--- src/rtl/vdac_ctrl_pkg.sv ---
// Shared types and default constants for the phase-sync PLL reference DAC tracking controller.
package vdac_ctrl_pkg;

    typedef enum logic [1:0] {
        IDLE = 2'd0,
        WAIT = 2'd1,
        STEP = 2'd2
    } vdac_state_e;

    localparam int unsigned VDAC_CODE_W       = 10;
    localparam int unsigned VDAC_CODE_INIT    = 450;
    localparam int unsigned VDAC_WAIT_CYC     = 4;
    localparam int unsigned VDAC_LOCK_TOGGLES = 8;
    localparam int unsigned VDAC_UNLOCK_RUN   = 4;
    localparam int unsigned VDAC_CNT_W        = 8;

    typedef logic [VDAC_CODE_W-1:0] vdac_code_t;
    typedef logic [VDAC_CNT_W-1:0]  vdac_cnt_t;

    // Increment that sticks at lim instead of wrapping.
    function automatic vdac_cnt_t cnt_sat_inc(input vdac_cnt_t val, input vdac_cnt_t lim);
        return (val >= lim) ? lim : val + vdac_cnt_t'(1);
    endfunction

endpackage

--- src/rtl/vdac_sync2.sv ---
// Two-flop synchronizer for the asynchronous comparator output, reset to 0.
module vdac_sync2 (
    input  logic DACCLK,
    input  logic RESET,
    input  logic d_i,
    output logic q_o
);

    logic [1:0] sync_q;

    always_ff @(posedge DACCLK or posedge RESET) begin
        if (RESET) begin
            sync_q <= 2'b00;
        end else begin
            sync_q <= {sync_q[0], d_i};
        end
    end

    assign q_o = sync_q[1];

endmodule

--- src/rtl/vdac_track_ctrl.sv ---
// Reference DAC tracking controller: bang-bang stepping, code mirror, lock and saturation flags.
// Define VDAC_LOCK_FREEZE_EN to stop stepping while LOCKED is high.
module vdac_track_ctrl
    import vdac_ctrl_pkg::*;
#(
    parameter int unsigned CODE_W       = VDAC_CODE_W,
    parameter int unsigned CODE_INIT    = VDAC_CODE_INIT,
    parameter int unsigned WAIT_CYC     = VDAC_WAIT_CYC,
    parameter int unsigned LOCK_TOGGLES = VDAC_LOCK_TOGGLES,
    parameter int unsigned UNLOCK_RUN   = VDAC_UNLOCK_RUN
) (
    input  logic              DACCLK,
    input  logic              RESET,
    input  logic              START,
    input  logic              PHE_SIG,
    output logic              EN,
    output logic              IN,
    output logic [CODE_W-1:0] DAC_CODE,
    output logic              LOCKED,
    output logic              SAT,
    output logic              BUSY
);

    localparam int unsigned       WCNT_W     = $clog2(WAIT_CYC);
    localparam logic [WCNT_W-1:0] WAIT_LAST  = WCNT_W'(WAIT_CYC - 1);
    localparam logic [CODE_W-1:0] CODE_RST   = CODE_W'(CODE_INIT);
    localparam logic [CODE_W-1:0] CODE_MAX   = {CODE_W{1'b1}};
    localparam vdac_cnt_t         LOCK_LIM   = vdac_cnt_t'(LOCK_TOGGLES);
    localparam vdac_cnt_t         UNLOCK_LIM = vdac_cnt_t'(UNLOCK_RUN);

    vdac_state_e       state_q, state_d;
    logic [WCNT_W-1:0] wait_cnt_q, wait_cnt_d;
    logic              en_q, en_d;
    logic              in_q, in_d;
    logic [CODE_W-1:0] code_q, code_d;
    logic              locked_q, locked_d;
    logic              sat_q, sat_d;
    logic              busy_q, busy_d;
    vdac_cnt_t         rev_cnt_q, rev_cnt_d;
    vdac_cnt_t         run_cnt_q, run_cnt_d;
    logic              prev_dir_q, prev_dir_d;
    logic              prev_vld_q, prev_vld_d;

    logic phe_s;
    logic decide;
    logic dir;
    logic at_bound;
    logic freeze;

    vdac_sync2 u_sync (
        .DACCLK (DACCLK),
        .RESET  (RESET),
        .d_i    (PHE_SIG),
        .q_o    (phe_s)
    );

`ifdef VDAC_LOCK_FREEZE_EN
    assign freeze = locked_q;
`else
    assign freeze = 1'b0;
`endif

    assign dir      = phe_s;
    assign at_bound = (dir && (code_q == CODE_MAX)) || (!dir && (code_q == '0));

    // Sequencer; decide marks the last WAIT cycle, whose closing edge enters STEP.
    always_comb begin
        state_d    = state_q;
        wait_cnt_d = '0;
        decide     = 1'b0;
        if (!START) begin
            state_d = IDLE;
        end else begin
            unique case (state_q)
                IDLE: state_d = WAIT;
                WAIT: begin
                    if (wait_cnt_q == WAIT_LAST) begin
                        state_d = STEP;
                        decide  = 1'b1;
                    end else begin
                        wait_cnt_d = wait_cnt_q + WCNT_W'(1);
                    end
                end
                STEP: state_d = WAIT;
                default: state_d = IDLE;
            endcase
        end
    end

    always_comb begin
        en_d       = 1'b0;
        in_d       = in_q;
        code_d     = code_q;
        locked_d   = locked_q;
        sat_d      = sat_q;
        rev_cnt_d  = rev_cnt_q;
        run_cnt_d  = run_cnt_q;
        prev_dir_d = prev_dir_q;
        prev_vld_d = prev_vld_q;
        busy_d     = (state_d != IDLE);

        // Mirror moves on the same edge the DAC consumes the EN pulse.
        if (en_q) begin
            code_d = in_q ? code_q + CODE_W'(1) : code_q - CODE_W'(1);
        end

        if (state_d == IDLE) begin
            prev_vld_d = 1'b0;
        end

        if (decide) begin
            in_d = dir;
            if (at_bound) begin
                sat_d = 1'b1;
            end else if (!freeze) begin
                en_d  = 1'b1;
                sat_d = 1'b0;
            end

            prev_dir_d = dir;
            prev_vld_d = 1'b1;

            // The first decision after IDLE has nothing to compare against.
            if (prev_vld_q) begin
                if (dir != prev_dir_q) begin
                    rev_cnt_d = cnt_sat_inc(rev_cnt_q, LOCK_LIM);
                    run_cnt_d = vdac_cnt_t'(1);
                end else begin
                    rev_cnt_d = '0;
                    run_cnt_d = cnt_sat_inc(run_cnt_q, UNLOCK_LIM);
                end
                if (rev_cnt_d == LOCK_LIM) begin
                    locked_d = 1'b1;
                end
                if (locked_q && (run_cnt_d == UNLOCK_LIM)) begin
                    locked_d  = 1'b0;
                    rev_cnt_d = '0;
                end
            end
        end
    end

    always_ff @(posedge DACCLK or posedge RESET) begin
        if (RESET) begin
            state_q    <= IDLE;
            wait_cnt_q <= '0;
            en_q       <= 1'b0;
            in_q       <= 1'b0;
            code_q     <= CODE_RST;
            locked_q   <= 1'b0;
            sat_q      <= 1'b0;
            busy_q     <= 1'b0;
            rev_cnt_q  <= '0;
            run_cnt_q  <= '0;
            prev_dir_q <= 1'b0;
            prev_vld_q <= 1'b0;
        end else begin
            state_q    <= state_d;
            wait_cnt_q <= wait_cnt_d;
            en_q       <= en_d;
            in_q       <= in_d;
            code_q     <= code_d;
            locked_q   <= locked_d;
            sat_q      <= sat_d;
            busy_q     <= busy_d;
            rev_cnt_q  <= rev_cnt_d;
            run_cnt_q  <= run_cnt_d;
            prev_dir_q <= prev_dir_d;
            prev_vld_q <= prev_vld_d;
        end
    end

    assign EN       = en_q;
    assign IN       = in_q;
    assign DAC_CODE = code_q;
    assign LOCKED   = locked_q;
    assign SAT      = sat_q;
    assign BUSY     = busy_q;

endmodule

--- config.mk ---
export PLATFORM = sky130hd
export DESIGN_NAME = vdac_track_ctrl
export DESIGN_NICKNAME = d
export VERILOG_FILES = /design/src/rtl/vdac_ctrl_pkg.sv /design/src/rtl/vdac_sync2.sv /design/src/rtl/vdac_track_ctrl.sv
export SDC_FILE = /design/constraint.sdc
export NUM_CORES = 1
export LEC_CHECK = 0
export ABC_AREA = 1
export CAP_MARGIN = 20
export CORE_MARGIN = 1.5
export CORE_UTILIZATION = 50
export DETAILED_ROUTE_END_ITERATION = 6
export GPL_ROUTABILITY_DRIVEN = 1
export GPL_TIMING_DRIVEN = 0
export PLACE_DENSITY = 0.76
export SYNTH_ARGS = -nofsm -noshare
export SYNTH_HDL_FRONTEND = slang
export SYNTH_HIERARCHICAL = 1
export SYNTH_SLANG_ARGS = --single-unit
export TNS_END_PERCENT = 30
--- constraint.sdc ---
create_clock -name DACCLK -period 3.75 [get_ports DACCLK]
set_clock_uncertainty 0.15 [all_clocks]
set_input_delay 0.75 -clock DACCLK [delete_from_list [all_inputs] [get_ports DACCLK]]
set_output_delay 0.75 -clock DACCLK [all_outputs]
set_load 0.02 [all_outputs]
* Yosys cells after proc, flatten, opt, wreduce, memory -nomap -nowiden *
Index checks and enable logic that the tools add are counted.

storage, ports and cells
  flip-flop bits (word level) = 38
  bits of input ports = 4
  output and inout bits = 15
  word-level logic and storage cells = 66

operators by class
  add/sub/neg operators = 5
  $lt $le $gt $ge = 2
  eq/ne operators = 7
  muxes and demuxes = 26
  reduce and logical (&&, ||, !) cells = 14

operators with widths
  kind                                                 number
  two-way mux 8 bit                                    9
  adder 8 x 1 -> 8 bit, second input constant          2
  adder 10 x 1 -> 10 bit, second input constant        1
  == test 10 bit, second input constant                1
  logical NOT 10 bit                                   1
  two-way mux 1 bit                                    10
  two-way mux 10 bit                                   1
  two-way mux 2 bit                                    5
  subtractor 10 x 1 -> 10 bit, second input constant   1
  == test 8 x 3 -> 1 bit, second input constant        1
  == test 8 x 4 -> 1 bit, second input constant        1
  >= comparator 8 x 3 -> 1 bit, second input constant  1
  >= comparator 8 x 4 -> 1 bit, second input constant  1
  nonzero test 2 bit                                   3
  == test 2 bit, second input constant                 2
  logical NOT 2 bit                                    2
  case mux 2 bit (2 select lines)                      1
  logical AND 1 bit                                    3
  AND reduction 3 bit                                  1
  adder 2 x 1 -> 2 bit, second input constant          1
  == test 2 x 1 -> 1 bit, second input constant        1
  AND reduction 2 bit                                  1
  OR reduction 2 bit                                   1
  logical NOT 1 bit                                    1
  other kinds (2)                                      2

* Depth between registers and ports, before layout *
  depth after elaboration = 9
  depth in mapped cells = 12
  mapped depth without buffers = 12

* By module *
Netlist, hierarchy kept.

by module, submodules not included
  module           instances  cells each  area each (um^2)  sequential area each (um^2)
  vdac_track_ctrl  1          266         2067.0            905.9
  vdac_sync2       1          3           53.8              50.0

* Worst setup path after synthesis *
Ideal clock, no wire load.

  path type = register to register
  start point = register prev_dir_q (netlist name)
  end point = register code_q[9] (netlist: DAC_CODE[9])
  library setup time = 0.117 ns
  arrival = 1.619 ns
  data required time = 3.483 ns
  slack = 1.864 ns
  stages on the path, launching flop included = 12
  buffers on the path = 1
  clock period less this slack = 1.886 ns
  cells stage by stage = dfrtp_1 -> inv_2 -> ha_1 -> buf_2 -> nand2_1 -> nand2_1 -> a21oi_1 -> nand3_1 -> nand2_1 -> nand2_1 -> nand2_1 -> nand2_1

RTL lines
  what                  RTL line                text
  end signal, assigned  vdac_track_ctrl.sv:162  code_q <= code_d;
  end, declared         vdac_track_ctrl.sv:35   logic [CODE_W-1:0] code_q, code_d;

* Worst setup path in the final report *
  start point = register code_q[1] (netlist: DAC_CODE[1])
  end point = output DAC_CODE[1]

RTL lines
  what           RTL line               text
  end, declared  vdac_track_ctrl.sv:18  output logic [CODE_W-1:0] DAC_CODE,

No word-level cell between the ends.

==> results.json <==
{
  "status": "finished, final reports clean",
  "worstSkewPairLatency_ns": 0.29,
  "finalHoldViolations": 0,
  "cp_slowest_stage_delay_ns": 0.62,
  "gp_congestion": 0.954,
  "htree_levels": 2,
  "setup.worst_path.start_class": "register",
  "setup_viol": 0,
  "required_ns": 2.85,
  "area_delta_synth_final_pct": 18.1,
  "avgViaCountPerCell": 4.99,
  "timing.final.crit_period_ns": 2.40,
  "cts.sinks": 38,
  "synth_top_family_by_area": "simple AND/OR/NAND/NOR gates",
  "async_reset_ff_share_pct": 100,
  "dieHeight_um": 68.1,
  "grt_first_pass_wirelength_mm": 7.09,
  "fin_tns_setup_ns": 0,
  "yosysSeqAreaShare_pct": 45.1,
  "post_cts_resize_count": 0,
  "synth_compound_area_share_pct": 5.43,
  "track_usage_pct": 20.6,
  "worstSetupEndpointType": "primary output",
  "yosys_warnings": 6,
  "yosys-top-cells-area": "dfrtp_1 40%, nand2_1 12%, inv_1 8.3%",
  "totalWireLength_mm": 4.02,
  "cap_violations": 0,
  "avgSynthCellArea_um2": 7.88,
  "drive_above_1_share_pct": 9.15,
  "synth-xor-area-share_pct": 1.65,
  "ys.flop_type": "dfrtp_1",
  "hpwl_mm": 3.00,
  "num_vias": 1721,
  "worst_slew_pin_slew_ns": 0.750,
  "num_antenna_cells": 0,
  "yosys.area.top_type": "dfrtp_1",
  "instances_no_fill": 345,
  "clk_pin_slew_worst_paths_ns": 0.07,
  "wl_per_cell_um": 11.7,
  "fin_crit_sh_pct": 64.0,
  "drt_iter0_drc": 115,
  "crit_family": "buffers and inverters",
  "postCtsHoldBufs": 0,
  "synth.area.mux_share_pct": 0,
  "crit_chain": "clkdlybuf4s50_1",
  "hold_path.class": "register to register",
  "cp_max_fo": 6,
  "nFillCells": 363,
  "finalMaxSlewViolations": 0,
  "synth-simple-area-share_pct": 29.3,
  "vdd_drop_max_v": 0.000250,
  "cp_slowest_cell": "clkdlybuf4s50_1",
  "critPathArrivalTime_ns": 1.50,
  "r2r_cells": 11,
  "ys_top_cells_by_count": "68 x nand2_1, 47 x inv_1, 34 x dfrtp_1, 26 x nor2_1, 22 x nand3_1",
  "power_density_nw_per_um2": 428,
  "synth-edff-count": 0,
  "cts_setup_buffers": 0,
  "p_leak_nw": 1.34,
  "syn_inst": 269,
  "syn_nets": 287,
  "rsz0062_at_grt": "false",
  "whs_path_depth": 0,
  "yosysMostFrequentCell": "nand2_1",
  "ys_ff_latch": 38,
  "rows": 23,
  "die_w_um": 68.1,
  "ant_nets": 0,
  "yosys.area_share.adder_pct": 8.61,
  "start_util_pct": 52.6,
  "fmax_mhz": 416,
  "root_buffer": "clkbuf_8",
  "grt_max_degree": 20,
  "grt_pass1_vias": 1644,
  "antenna_found_initial": 0,
  "port_buffers": 18,
  "relSlewSlack_pct": 49.9,
  "cts_buffers": 5,
  "yosys.area.top_type_share_pct": 40.1,
  "grt_overflow": 0,
  "syn_area_um2": 2120,
  "cts_tree": "yes",
  "worst-path-buf-inv": 1,
  "hold-worst-slack_ns": 0.224,
  "nNetsFinal": 313,
  "rrSetupSlack_ns": 1.78,
  "dieArea_um2": 4640,
  "place_inst": 338,
  "cp_num_cells": 1,
  "pin_count": 19,
  "drt_first_pass_iters": 4,
  "yosysUniqueCellTypes": 26,
  "cts_buffer_depth": 2,
  "crit_type": "register to primary output",
  "drc": 0,
  "core_area_um2": 4030
}
## cell type report
cell class	count	area, um2	share of cell area, %
flip-flops and latches	38	956	38.2
inverters	50	188	7.50
clock inverters	1	30.0	1.20
clock buffers	6	82.6	3.30
multi-input cells	177	955	38.1
plain buffers	4	22.5	0.900
repair buffers	19	208	8.30
well taps	50	62.6	2.50
## per-layer routing
metal / vias to the layer above / GRT usage, % / wire length, um
li1: 896 / - / -
met1: 782 / 27.2 / 1890
met2: 36 / 31.6 / 1830
met3: 7 / 6.74 / 248
met4: 0 / 7.50 / 65
met5: - / 0 / 0
## flip-flops by register name, summed over array words and instances, names as in the netlist
name / cells
DAC_CODE: 10
rev_cnt_q: 8
run_cnt_q: 8
state_q: 2
u_sync/sync_q: 2
wait_cnt_q: 2
BUSY: 1
EN: 1
LOCKED: 1
SAT: 1
prev_dir_q: 1
prev_vld_q: 1
## power breakdown
| part | leakage, nW | total (mW) | switching (mW) | internal (mW) |
|---|---|---|---|---|
| Clock | 0.0573 | 0.355 | 0.142 | 0.213 |
| Sequential | 0.441 | 0.451 | 0.0209 | 0.430 |
| Combinational | 0.838 | 0.265 | 0.157 | 0.107 |
## logic make-up after synthesis
logic type / Yosys count
xor+xnor: 4
buf+inv: 54
flops: 38
compound gates: 22
simple gates: 137
fa+ha+maj: 14
## placed cells by master (no fill, tap or decap), drive strengths merged, types with 2 or more instances in the layout
master         netlist  routed
dfrtp               34      34
inv                 50      50
a31oi                2       2
xnor2                2       2
nor2                28      28
ha                  13      13
o21ai               13      13
nand4                9       9
clkdlybuf4s50        0      18
clkbuf               0       6
a21oi                6       6
buf                  4       5
nand3               24      24
nand2               70      70
nor3                 5       5
xor2                 2       2
dfstp                4       4
## through the flow
step | total power [mW] | area [um2] | utilization [%] | setup slack [ns]
after floorplan | 0.645 | 2120 | - | 1.86
after global placement | 0.711 | 2360 | 58.7 | 1.20
after detailed placement | 0.720 | 2390 | 59.3 | 1.54
after CTS | 1.08 | 2500 | 62.1 | 1.34
after global routing | 1.13 | 2500 | 62.1 | 1.31
final | 1.07 | 2500 | 62.1 | 1.35
## path summary, 6_finish.rpt
check | start | to
max in group asynchronous | RESET | DAC_CODE[6]
worst max register to register | prev_dir_q | DAC_CODE[9]
min in group asynchronous | RESET | u_sync/sync_q[0]
worst min-delay path | u_sync/sync_q[0] | u_sync/sync_q[1]
worst min register to register | u_sync/sync_q[0] | u_sync/sync_q[1]
worst max-delay path | DAC_CODE[1] | DAC_CODE[1]
Note: power is estimated with default switching activity, not from simulation.
